$ cat config.mk
export PLATFORM = sky130hd
export DESIGN_NAME = scpu_pipe_fwd
export DESIGN_NICKNAME = d
export VERILOG_FILES = /design/src/rtl/scpu_pkg.sv /design/src/rtl/scpu_alu.sv /design/src/rtl/scpu_pipe_fwd.sv
export SDC_FILE = /design/constraint.sdc
export NUM_CORES = 2
export LEC_CHECK = 0
export ABC_AREA = 1
export CAP_MARGIN = 5
export CORE_ASPECT_RATIO = 0.7
export CORE_MARGIN = 5
export CORE_UTILIZATION = 50
export CTS_CLUSTER_DIAMETER = 80
export DETAILED_ROUTE_END_ITERATION = 10
export GPL_TIMING_DRIVEN = 0
export PLACE_DENSITY = 0.79
export SKIP_LAST_GASP = 1
export SLEW_MARGIN = 20
export SYNTH_ARGS = -nofsm -noshare
export SYNTH_HDL_FRONTEND = slang
export SYNTH_HIERARCHICAL = 1
export SYNTH_SLANG_ARGS = --single-unit
$ cat constraint.sdc
create_clock -name clk -period 9.8 [get_ports clk]
set_input_delay 0.98 -clock clk [delete_from_list [all_inputs] [get_ports clk]]
set_output_delay 0.98 -clock clk [all_outputs]
set_load 0.01 [all_outputs]
$ cat src/rtl/scpu_pkg.sv
// Shared definitions for the pipelined SCPU.
// Holds the 3-bit opcodes, the R-type func codes, the internal decoded op
// enum, and helpers that say which register fields an op reads or writes.
package scpu_pkg;

    localparam logic [2:0] OPC_RTYPE = 3'b000;
    localparam logic [2:0] OPC_MULT  = 3'b001;
    localparam logic [2:0] OPC_BEQ   = 3'b010;
    localparam logic [2:0] OPC_ADDI  = 3'b011;
    localparam logic [2:0] OPC_SUBI  = 3'b100;
    localparam logic [2:0] OPC_STORE = 3'b101;
    localparam logic [2:0] OPC_LOAD  = 3'b110;
    localparam logic [2:0] OPC_SLT   = 3'b111;

    localparam int unsigned FN_AND = 0;
    localparam int unsigned FN_OR  = 1;
    localparam int unsigned FN_XOR = 2;
    localparam int unsigned FN_ADD = 3;
    localparam int unsigned FN_SUB = 4;

    typedef enum logic [3:0] {
        OP_NOP, OP_AND, OP_OR, OP_XOR, OP_ADD, OP_SUB,
        OP_MULT, OP_BEQ, OP_SLT, OP_ADDI, OP_SUBI, OP_STORE, OP_LOAD
    } op_e;

    // Unknown R-type func codes collapse to NOP: they retire but touch nothing.
    function automatic op_e decode_op(input logic [2:0] opc, input int unsigned func);
        op_e op;
        op = OP_NOP;
        case (opc)
            OPC_RTYPE: begin
                case (func)
                    FN_AND:  op = OP_AND;
                    FN_OR:   op = OP_OR;
                    FN_XOR:  op = OP_XOR;
                    FN_ADD:  op = OP_ADD;
                    FN_SUB:  op = OP_SUB;
                    default: op = OP_NOP;
                endcase
            end
            OPC_MULT:  op = OP_MULT;
            OPC_BEQ:   op = OP_BEQ;
            OPC_ADDI:  op = OP_ADDI;
            OPC_SUBI:  op = OP_SUBI;
            OPC_STORE: op = OP_STORE;
            OPC_LOAD:  op = OP_LOAD;
            default:   op = OP_SLT;
        endcase
        return op;
    endfunction

    function automatic logic writes_rd(input op_e op);
        return (op inside {OP_AND, OP_OR, OP_XOR, OP_ADD, OP_SUB,
                           OP_MULT, OP_BEQ, OP_SLT});
    endfunction

    function automatic logic writes_rl(input op_e op);
        return (op inside {OP_MULT, OP_BEQ, OP_SLT});
    endfunction

    function automatic logic writes_rt(input op_e op);
        return (op inside {OP_ADDI, OP_SUBI, OP_LOAD});
    endfunction

    function automatic logic reads_rs(input op_e op);
        return (op != OP_NOP);
    endfunction

    function automatic logic reads_rt(input op_e op);
        return (op inside {OP_AND, OP_OR, OP_XOR, OP_ADD, OP_SUB,
                           OP_MULT, OP_BEQ, OP_SLT, OP_STORE});
    endfunction

endpackage

$ cat src/rtl/scpu_alu.sv
// Combinational execute-stage datapath.
// Ports: op (decoded op), a (rs operand), b (rt operand), imm (sign-extended
// immediate); res_d = value for rd (or rt for ADDI/SUBI), res_l = value for rl,
// addr = LOAD/STORE address (rs + imm, truncated to AW bits).
module scpu_alu
    import scpu_pkg::*;
#(
    parameter int DW = 16,
    parameter int AW = 13
) (
    input  op_e           op,
    input  logic [DW-1:0] a,
    input  logic [DW-1:0] b,
    input  logic [DW-1:0] imm,
    output logic [DW-1:0] res_d,
    output logic [DW-1:0] res_l,
    output logic [AW-1:0] addr
);

    logic signed [2*DW-1:0] prod;
    logic                   eq;
    logic                   lt;

    assign prod = $signed(a) * $signed(b);
    assign eq   = (a == b);
    assign lt   = ($signed(a) < $signed(b));
    assign addr = AW'(a + imm);

    always_comb begin
        res_d = '0;
        res_l = '0;
        case (op)
            OP_AND:  res_d = a & b;
            OP_OR:   res_d = a | b;
            OP_XOR:  res_d = a ^ b;
            OP_ADD:  res_d = a + b;
            OP_SUB:  res_d = a - b;
            OP_MULT: begin
                res_d = prod[2*DW-1:DW];
                res_l = prod[DW-1:0];
            end
            // Compare ops write a one-hot pair: rd=1/rl=0 when true.
            OP_BEQ: begin
                res_d = DW'(eq);
                res_l = DW'(!eq);
            end
            OP_SLT: begin
                res_d = DW'(lt);
                res_l = DW'(!lt);
            end
            OP_ADDI: res_d = a + imm;
            OP_SUBI: res_d = a - imm;
            default: begin
                res_d = '0;
                res_l = '0;
            end
        endcase
    end

endmodule

$ cat src/rtl/scpu_pipe_fwd.sv
// Five-stage pipelined SCPU with full operand forwarding and a one-cycle
// load-use interlock.
// Ports: clk/rst_n; in_valid+instruction from the driver, busy back-pressure;
// out_valid pulses once per retired instruction; reg_flat exposes every
// register; WEN (active low)/ADDR/MEM_in drive a synchronous single-port RAM
// whose read data returns on MEM_out one cycle after ADDR is sampled.
// Stages: S1 latch, S2 decode, S3 read/forward/execute + RAM request,
// S4 RAM access, S5 load capture and writeback.
module scpu_pipe_fwd
    import scpu_pkg::*;
#(
    parameter  int DW   = 16,
    parameter  int NREG = 16,
    parameter  int AW   = 13,
    localparam int RW   = $clog2(NREG),
    localparam int IW   = 3 + 4 * RW
) (
    input  logic               clk,
    input  logic               rst_n,
    input  logic               in_valid,
    input  logic [IW-1:0]      instruction,
    input  logic [DW-1:0]      MEM_out,
    output logic               busy,
    output logic               out_valid,
    output logic [NREG*DW-1:0] reg_flat,
    output logic               WEN,
    output logic [AW-1:0]      ADDR,
    output logic [DW-1:0]      MEM_in
);

    genvar gi;

    // Pipeline state
    logic          s1_valid_reg, s2_valid_reg, s3_valid_reg;
    logic [IW-1:0] s1_instr_reg, s2_instr_reg;
    op_e           s3_op_reg;
    logic [RW-1:0] s3_rs_reg, s3_rt_reg, s3_rd_reg, s3_rl_reg;
    logic [DW-1:0] s3_imm_reg;

    // Each in-flight instruction carries up to two writes: "d" (rd or rt) and
    // "l" (rl). The l write is applied last so it wins when rd==rl.
    logic          s4_valid_reg, s4_load_reg, s4_we_d_reg, s4_we_l_reg;
    logic [RW-1:0] s4_wa_d_reg, s4_wa_l_reg;
    logic [DW-1:0] s4_wd_d_reg, s4_wd_l_reg;
    logic          s5_valid_reg, s5_load_reg, s5_we_d_reg, s5_we_l_reg;
    logic [RW-1:0] s5_wa_d_reg, s5_wa_l_reg;
    logic [DW-1:0] s5_wd_d_reg, s5_wd_l_reg;

    logic [DW-1:0] regs_reg [NREG];
    logic          out_valid_reg, wen_reg;
    logic [AW-1:0] addr_reg;
    logic [DW-1:0] mem_in_reg;

    // Decode of the instruction sitting in S2
    logic [2:0]    s2_opc;
    logic [RW-1:0] s2_rs, s2_rt, s2_rd, s2_rl;
    logic [2*RW-1:0] s2_imm;
    op_e           dec_op;

    assign s2_opc = s2_instr_reg[IW-1 -: 3];
    assign s2_rs  = s2_instr_reg[4*RW-1 -: RW];
    assign s2_rt  = s2_instr_reg[3*RW-1 -: RW];
    assign s2_rd  = s2_instr_reg[2*RW-1 -: RW];
    assign s2_rl  = s2_instr_reg[RW-1:0];
    assign s2_imm = s2_instr_reg[2*RW-1:0];
    assign dec_op = decode_op(s2_opc, 32'(s2_rl));

    // Operand forwarding: S4 beats S5 beats the register file, and inside a
    // stage the rl write is checked first because it is the one that lands.
    logic [DW-1:0] opnd_rs, opnd_rt;

    generate
        for (gi = 0; gi < 2; gi++) begin : g_fwd
            logic [RW-1:0] src;
            logic [DW-1:0] val;
            assign src = (gi == 0) ? s3_rs_reg : s3_rt_reg;
            always_comb begin
                if (s4_we_l_reg && (s4_wa_l_reg == src))
                    val = s4_wd_l_reg;
                else if (s4_we_d_reg && (s4_wa_d_reg == src))
                    val = s4_wd_d_reg;
                else if (s5_we_l_reg && (s5_wa_l_reg == src))
                    val = s5_wd_l_reg;
                else if (s5_we_d_reg && (s5_wa_d_reg == src))
                    val = s5_load_reg ? MEM_out : s5_wd_d_reg;
                else
                    val = regs_reg[src];
            end
        end
    endgenerate

    assign opnd_rs = g_fwd[0].val;
    assign opnd_rt = g_fwd[1].val;

    // A LOAD in S4 has no data yet; anything in S3 that needs it waits one
    // cycle and then picks the data up from S5 (MEM_out).
    logic stall, s3_go, accept;

    assign stall = s3_valid_reg && s4_load_reg &&
                   ((reads_rs(s3_op_reg) && (s3_rs_reg == s4_wa_d_reg)) ||
                    (reads_rt(s3_op_reg) && (s3_rt_reg == s4_wa_d_reg)));
    assign s3_go  = s3_valid_reg && !stall;
    assign accept = in_valid && !stall;

    logic [DW-1:0] alu_res_d, alu_res_l;
    logic [AW-1:0] alu_addr;

    scpu_alu #(
        .DW (DW),
        .AW (AW)
    ) u_alu (
        .op    (s3_op_reg),
        .a     (opnd_rs),
        .b     (opnd_rt),
        .imm   (s3_imm_reg),
        .res_d (alu_res_d),
        .res_l (alu_res_l),
        .addr  (alu_addr)
    );

    // Pipeline advance
    always_ff @(posedge clk or negedge rst_n) begin
        if (!rst_n) begin
            s1_valid_reg <= 1'b0;
            s1_instr_reg <= '0;
            s2_valid_reg <= 1'b0;
            s2_instr_reg <= '0;
            s3_valid_reg <= 1'b0;
            s3_op_reg    <= OP_NOP;
            s3_rs_reg    <= '0;
            s3_rt_reg    <= '0;
            s3_rd_reg    <= '0;
            s3_rl_reg    <= '0;
            s3_imm_reg   <= '0;
            s4_valid_reg <= 1'b0;
            s4_load_reg  <= 1'b0;
            s4_we_d_reg  <= 1'b0;
            s4_we_l_reg  <= 1'b0;
            s4_wa_d_reg  <= '0;
            s4_wa_l_reg  <= '0;
            s4_wd_d_reg  <= '0;
            s4_wd_l_reg  <= '0;
            s5_valid_reg <= 1'b0;
            s5_load_reg  <= 1'b0;
            s5_we_d_reg  <= 1'b0;
            s5_we_l_reg  <= 1'b0;
            s5_wa_d_reg  <= '0;
            s5_wa_l_reg  <= '0;
            s5_wd_d_reg  <= '0;
            s5_wd_l_reg  <= '0;
            wen_reg      <= 1'b1;
            addr_reg     <= '0;
            mem_in_reg   <= '0;
        end else begin
            if (!stall) begin
                s1_valid_reg <= accept;
                if (accept)
                    s1_instr_reg <= instruction;
                s2_valid_reg <= s1_valid_reg;
                s2_instr_reg <= s1_instr_reg;
                s3_valid_reg <= s2_valid_reg;
                s3_op_reg    <= dec_op;
                s3_rs_reg    <= s2_rs;
                s3_rt_reg    <= s2_rt;
                s3_rd_reg    <= s2_rd;
                s3_rl_reg    <= s2_rl;
                s3_imm_reg   <= {{(DW-2*RW){s2_imm[2*RW-1]}}, s2_imm};
            end

            // A stalled S3 sends a bubble into S4 (all write enables low).
            s4_valid_reg <= s3_go;
            s4_load_reg  <= s3_go && (s3_op_reg == OP_LOAD);
            s4_we_d_reg  <= s3_go && (writes_rd(s3_op_reg) || writes_rt(s3_op_reg));
            s4_we_l_reg  <= s3_go && writes_rl(s3_op_reg);
            s4_wa_d_reg  <= writes_rt(s3_op_reg) ? s3_rt_reg : s3_rd_reg;
            s4_wa_l_reg  <= s3_rl_reg;
            s4_wd_d_reg  <= alu_res_d;
            s4_wd_l_reg  <= alu_res_l;

            s5_valid_reg <= s4_valid_reg;
            s5_load_reg  <= s4_load_reg;
            s5_we_d_reg  <= s4_we_d_reg;
            s5_we_l_reg  <= s4_we_l_reg;
            s5_wa_d_reg  <= s4_wa_d_reg;
            s5_wa_l_reg  <= s4_wa_l_reg;
            s5_wd_d_reg  <= s4_wd_d_reg;
            s5_wd_l_reg  <= s4_wd_l_reg;

            wen_reg <= !(s3_go && (s3_op_reg == OP_STORE));
            if (s3_go && ((s3_op_reg == OP_STORE) || (s3_op_reg == OP_LOAD))) begin
                addr_reg   <= alu_addr;
                mem_in_reg <= opnd_rt;
            end
        end
    end

    // Writeback from S5; load data is taken straight off MEM_out.
    always_ff @(posedge clk or negedge rst_n) begin
        if (!rst_n) begin
            for (int i = 0; i < NREG; i++)
                regs_reg[i] <= '0;
            out_valid_reg <= 1'b0;
        end else begin
            if (s5_we_d_reg)
                regs_reg[s5_wa_d_reg] <= s5_load_reg ? MEM_out : s5_wd_d_reg;
            if (s5_we_l_reg)
                regs_reg[s5_wa_l_reg] <= s5_wd_l_reg;
            out_valid_reg <= s5_valid_reg;
        end
    end

    generate
        for (gi = 0; gi < NREG; gi++) begin : g_flat
            assign reg_flat[gi*DW +: DW] = regs_reg[gi];
        end
    endgenerate

    assign busy      = stall;
    assign out_valid = out_valid_reg;
    assign WEN       = wen_reg;
    assign ADDR      = addr_reg;
    assign MEM_in    = mem_in_reg;

endmodule

==> key figures <==
Status
  – Status: finished with violations
  – Violated checks: negative setup slack

Drt
  – Drt via density: between 6 and 7
  – Total wirelength of the detailed-routed design: between 200000 and 250000 µm
  – Number of optimization iterations in the first detailed-route pass: 8
  – Post-DR wirelength/cell: around 32 µm
  – Total number of vias: ~47k
  – Final routed DRC violation total: 0
  – Number of DRC markers in iteration 0: roughly 8.3k
  – Antenna Violating Nets Remaining: 0

Synthesis
  – Post-synth net total: roughly 6k
  – Most instantiated flip-flop cell in the synthesis netlist: dfrtp_1
  – Cells taking the most area after synthesis: dfrtp_1 (27%), fa_1 (13%), nand2_1 (13%)
  – Seq cells post-synth: between 400 and 500
  – Number of warnings printed during yosys synthesis: 6
  – Number of synthesized flops with an enable pin: 0
  – Average cell area after synthesis: between 7 and 8 µm²
  – Share of the yosys chip area belonging to registers: between 20% and 30%
  – Yosys top cell by area: dfrtp_1
  – Number of standard cells after synthesis: 5663
  – Share of synthesized registers carrying an async set or reset: 100%
  – Area share of the leading cell type in the synthesized netlist: 27.2%
  – Post-Syn Area: between 40000 and 50000 µm²
  – Number of different library cells in the post-synthesis netlist: 57

Die
  – Die X: 348 µm
  – Effective utilization at floorplan: 50.7%
  – DIE AREA: around 86000 µm²
  – Chip height: 247 µm
  – Boundary Pins: ~330
  – Number of standard-cell rows in the floorplan: 86
  – Core Box Area: around 79000 µm²

Clocking
  – Clock insertion delay at the later pin of the skew report: roughly 0.61 ns
  – CTS Hold Buffers Added: 0
  – H-tree depth: 2
  – Clock slew at reported path FFs: roughly 0.070 ns
  – # clock sinks: approximately 440
  – Maximum count of clock buffers along a single path: 3
  – Clock Root Buffer: clkbuf_16
  – TritonCTS buffer count: 42
  – CTS tree: done

Min path
  – Hold Path Class: input pin to asynchronous set/reset pin

STA
  – Post-route minimum period: 10.15 ns
  – Highest Clock Rate: just under 100 MHz
  – Tightest Pin Transition: about 1.4 ns
  – Headroom to the max-slew limit: under 10%
  – Final Worst Setup Slack: -0.346 ns
  – Setup repair after global routing missed its margin: true
  – Number of endpoints with negative hold slack in the final report: 0
  – Worst clock skew on the final layout: between 0.02 and 0.03 ns
  – Max-slew violation count: 0
  – Final setup violation count: 6
  – Part of the cycle the worst path needs: 104%

Place
  – Buffers added on ports: 325
  – Half-perimeter wire length after detailed placement: between 150000 and 200000 µm
  – Last weighted congestion value of the routability-driven placer: 1.14

Finish
  – Area growth, synth to finish: 16.1%
  – Post-layout nets: 6503
  – Number of flip-flops under the largest register name: around 260
  – Filler cells: approximately 7.2k
  – Fraction of layout cells with a size suffix above 1: about 6.0%
  – Utilization after layout: about three fifths

Setup path
  – Depth of the worst register-to-register path: 29
  – Maximum fanout along the worst path: 10
  – Max incr delay on CP: around 0.9 ns
  – Cell type of the slowest stage on the worst timing path: o21ai_4
  – Startpoint type of the worst setup path: flip-flop
  – Reg2reg start: s5_load_reg
  – Capturing point of the worst reg2reg path: s4_wd_d_reg[8]
  – Critical path required time: a little over 10 ns
  – Critical Path Sink Type: flip-flop
  – Start point of the critical path: s5_load_reg
  – Critical path class: flip-flop to flip-flop
  – Number of buffer and inverter stages on the critical path: 8
  – Cell family contributing the most delay on the critical path: adder cells
  – WP data arrival: approximately 11 ns
  – Register-to-register setup slack: -0.35 ns

Global routing
  – Number of global-route vias before repair: around 42k
  – Total routing resource utilization after global routing: between 50% and 60%
  – Largest net degree at the start of global routing: a little over 100
  – Overflow after GRT: 0
  – Initial antenna violation count: 16
  – Wire length of the first global-routing pass: between 300000 and 400000 µm

Run
  – Number of maximum-capacitance constraint violations: 0
-- per-stage QoR --
stage | cell area [µm²] | worst slack (ns) | hold WS (ns) | setup TNS, ns | std cells
after floorplan | 40000 | 2.83 | 0.331 | 0 | 5663
after global placement | 44600 | -10.84 | 0.336 | -4687.98 | 7044
after detailed placement | 44800 | -0.660 | 0.343 | -4.90 | 7049
after CTS | 46300 | 0.00270 | 0.288 | 0 | 7127
after global routing | 46400 | -0.0733 | 0.307 | -0.0733 | 7131
final | 46500 | -0.346 | 0.293 | -0.790 | 7149
-- cells in the mapped netlist (all sizes together) (156+ instances only) --
library cell,instances
fa,265
nand2,1373
nand3,453
o211ai,156
a21oi,400
inv,888
dfrtp,435
o21ai,540
ha,162
buf,178
nor2,390
clkbuf,165
-- logic make-up (layout without fill, tap and decap cells) --
kind of cell	count (synthesis)	in the layout	share of synthesized area (%)
AND/OR/NAND/NOR	2283	2283	23.7
AO/OA/AOI/OAI	1245	1245	17.4
buffers and inverters	1233	1642	12.4
flip-flops	436	436	27.3
adder cells (fa/ha/maj)	427	427	18.3
XOR/XNOR	39	39	0.854
other	0	21	0
-- cells in the final DEF, fill, tap and decap left out, types with 18 or more instances in the layout --
cell type        Yosys  routed
clkbuf_1           164     135
o21ai_0            479     479
fa_1               265     265
buf_4               32      34
nor2_1             369     366
nand2_1           1366    1365
nand3_1            450     450
o22ai_1            109     109
o211ai_1           153     153
a21oi_1            398     398
clkdlybuf4s50_1      0     324
diode_2              0      21
inv_1              876     872
xor2_1              24      24
clkbuf_2             1      33
o21ai_1             45      45
dfrtp_1            435     435
clkbuf_16            0      45
buf_2              121     121
ha_1               162     162
nand4_1             18      18
-- worst max-delay path by stage --
| stage | to | cells past startpoint | slack (ns) |
|---|---|---|---|
| 6_report | s4_wd_d_reg[8] | 29 | -0.35 |
| 3_5_place_dp | s4_wd_d_reg[8] | 30 | -0.66 |
| 2_1_floorplan | s4_wd_d_reg[14] | 36 | 2.83 |
| 5_1_grt | s4_wd_d_reg[8] | 30 | -0.07 |
| 3_3_place_gp | reg_flat[244] | 1 | -10.84 |
| 4_1_cts | s4_wd_d_reg[8] | 31 | 0.003 |
-- layer usage --
metal,routed length [µm],GRT usage [%]
met3,46900,34.0
met1,87300,69.4
met5,524,2.15
met4,12000,19.9
met2,79100,62.1
-- worst reg2reg max path: cells and delay by family, from the launching register on --
| kind | cells | cell delay [ns] |
|---|---|---|
| adders and majority gates | 7 | 3.47 |
| buffers and inverters | 8 | 2.29 |
| AOI/OAI and AO/OA | 4 | 2.29 |
| and+or+nand+nor | 10 | 1.55 |
| DFF | 1 | 0.36 |
-- area by class of cell --
cell class | count | area, µm² | area share (%)
inverter | 890 | 3360 | 7.23
buffer | 342 | 1680 | 3.61
antenna | 21 | 52.6 | 0.113
clock inverter | 17 | 183 | 0.393
clock buffer | 61 | 1320 | 2.83
multi-input combinational | 3994 | 24300 | 52.2
tap | 1056 | 1320 | 2.84
sequential | 436 | 10900 | 23.5
timing repair buffer | 332 | 3390 | 7.30
-- timing repair --
item                                    in CTS  in global routing
gates resized for setup                      6                 70
endpoints found under the setup margin       1                 16
setup buffers                                0                  2
Power is left out: the tool's default activity adds up to more than one toggle a clock period on the data nets, which glitch-free logic cannot reach.
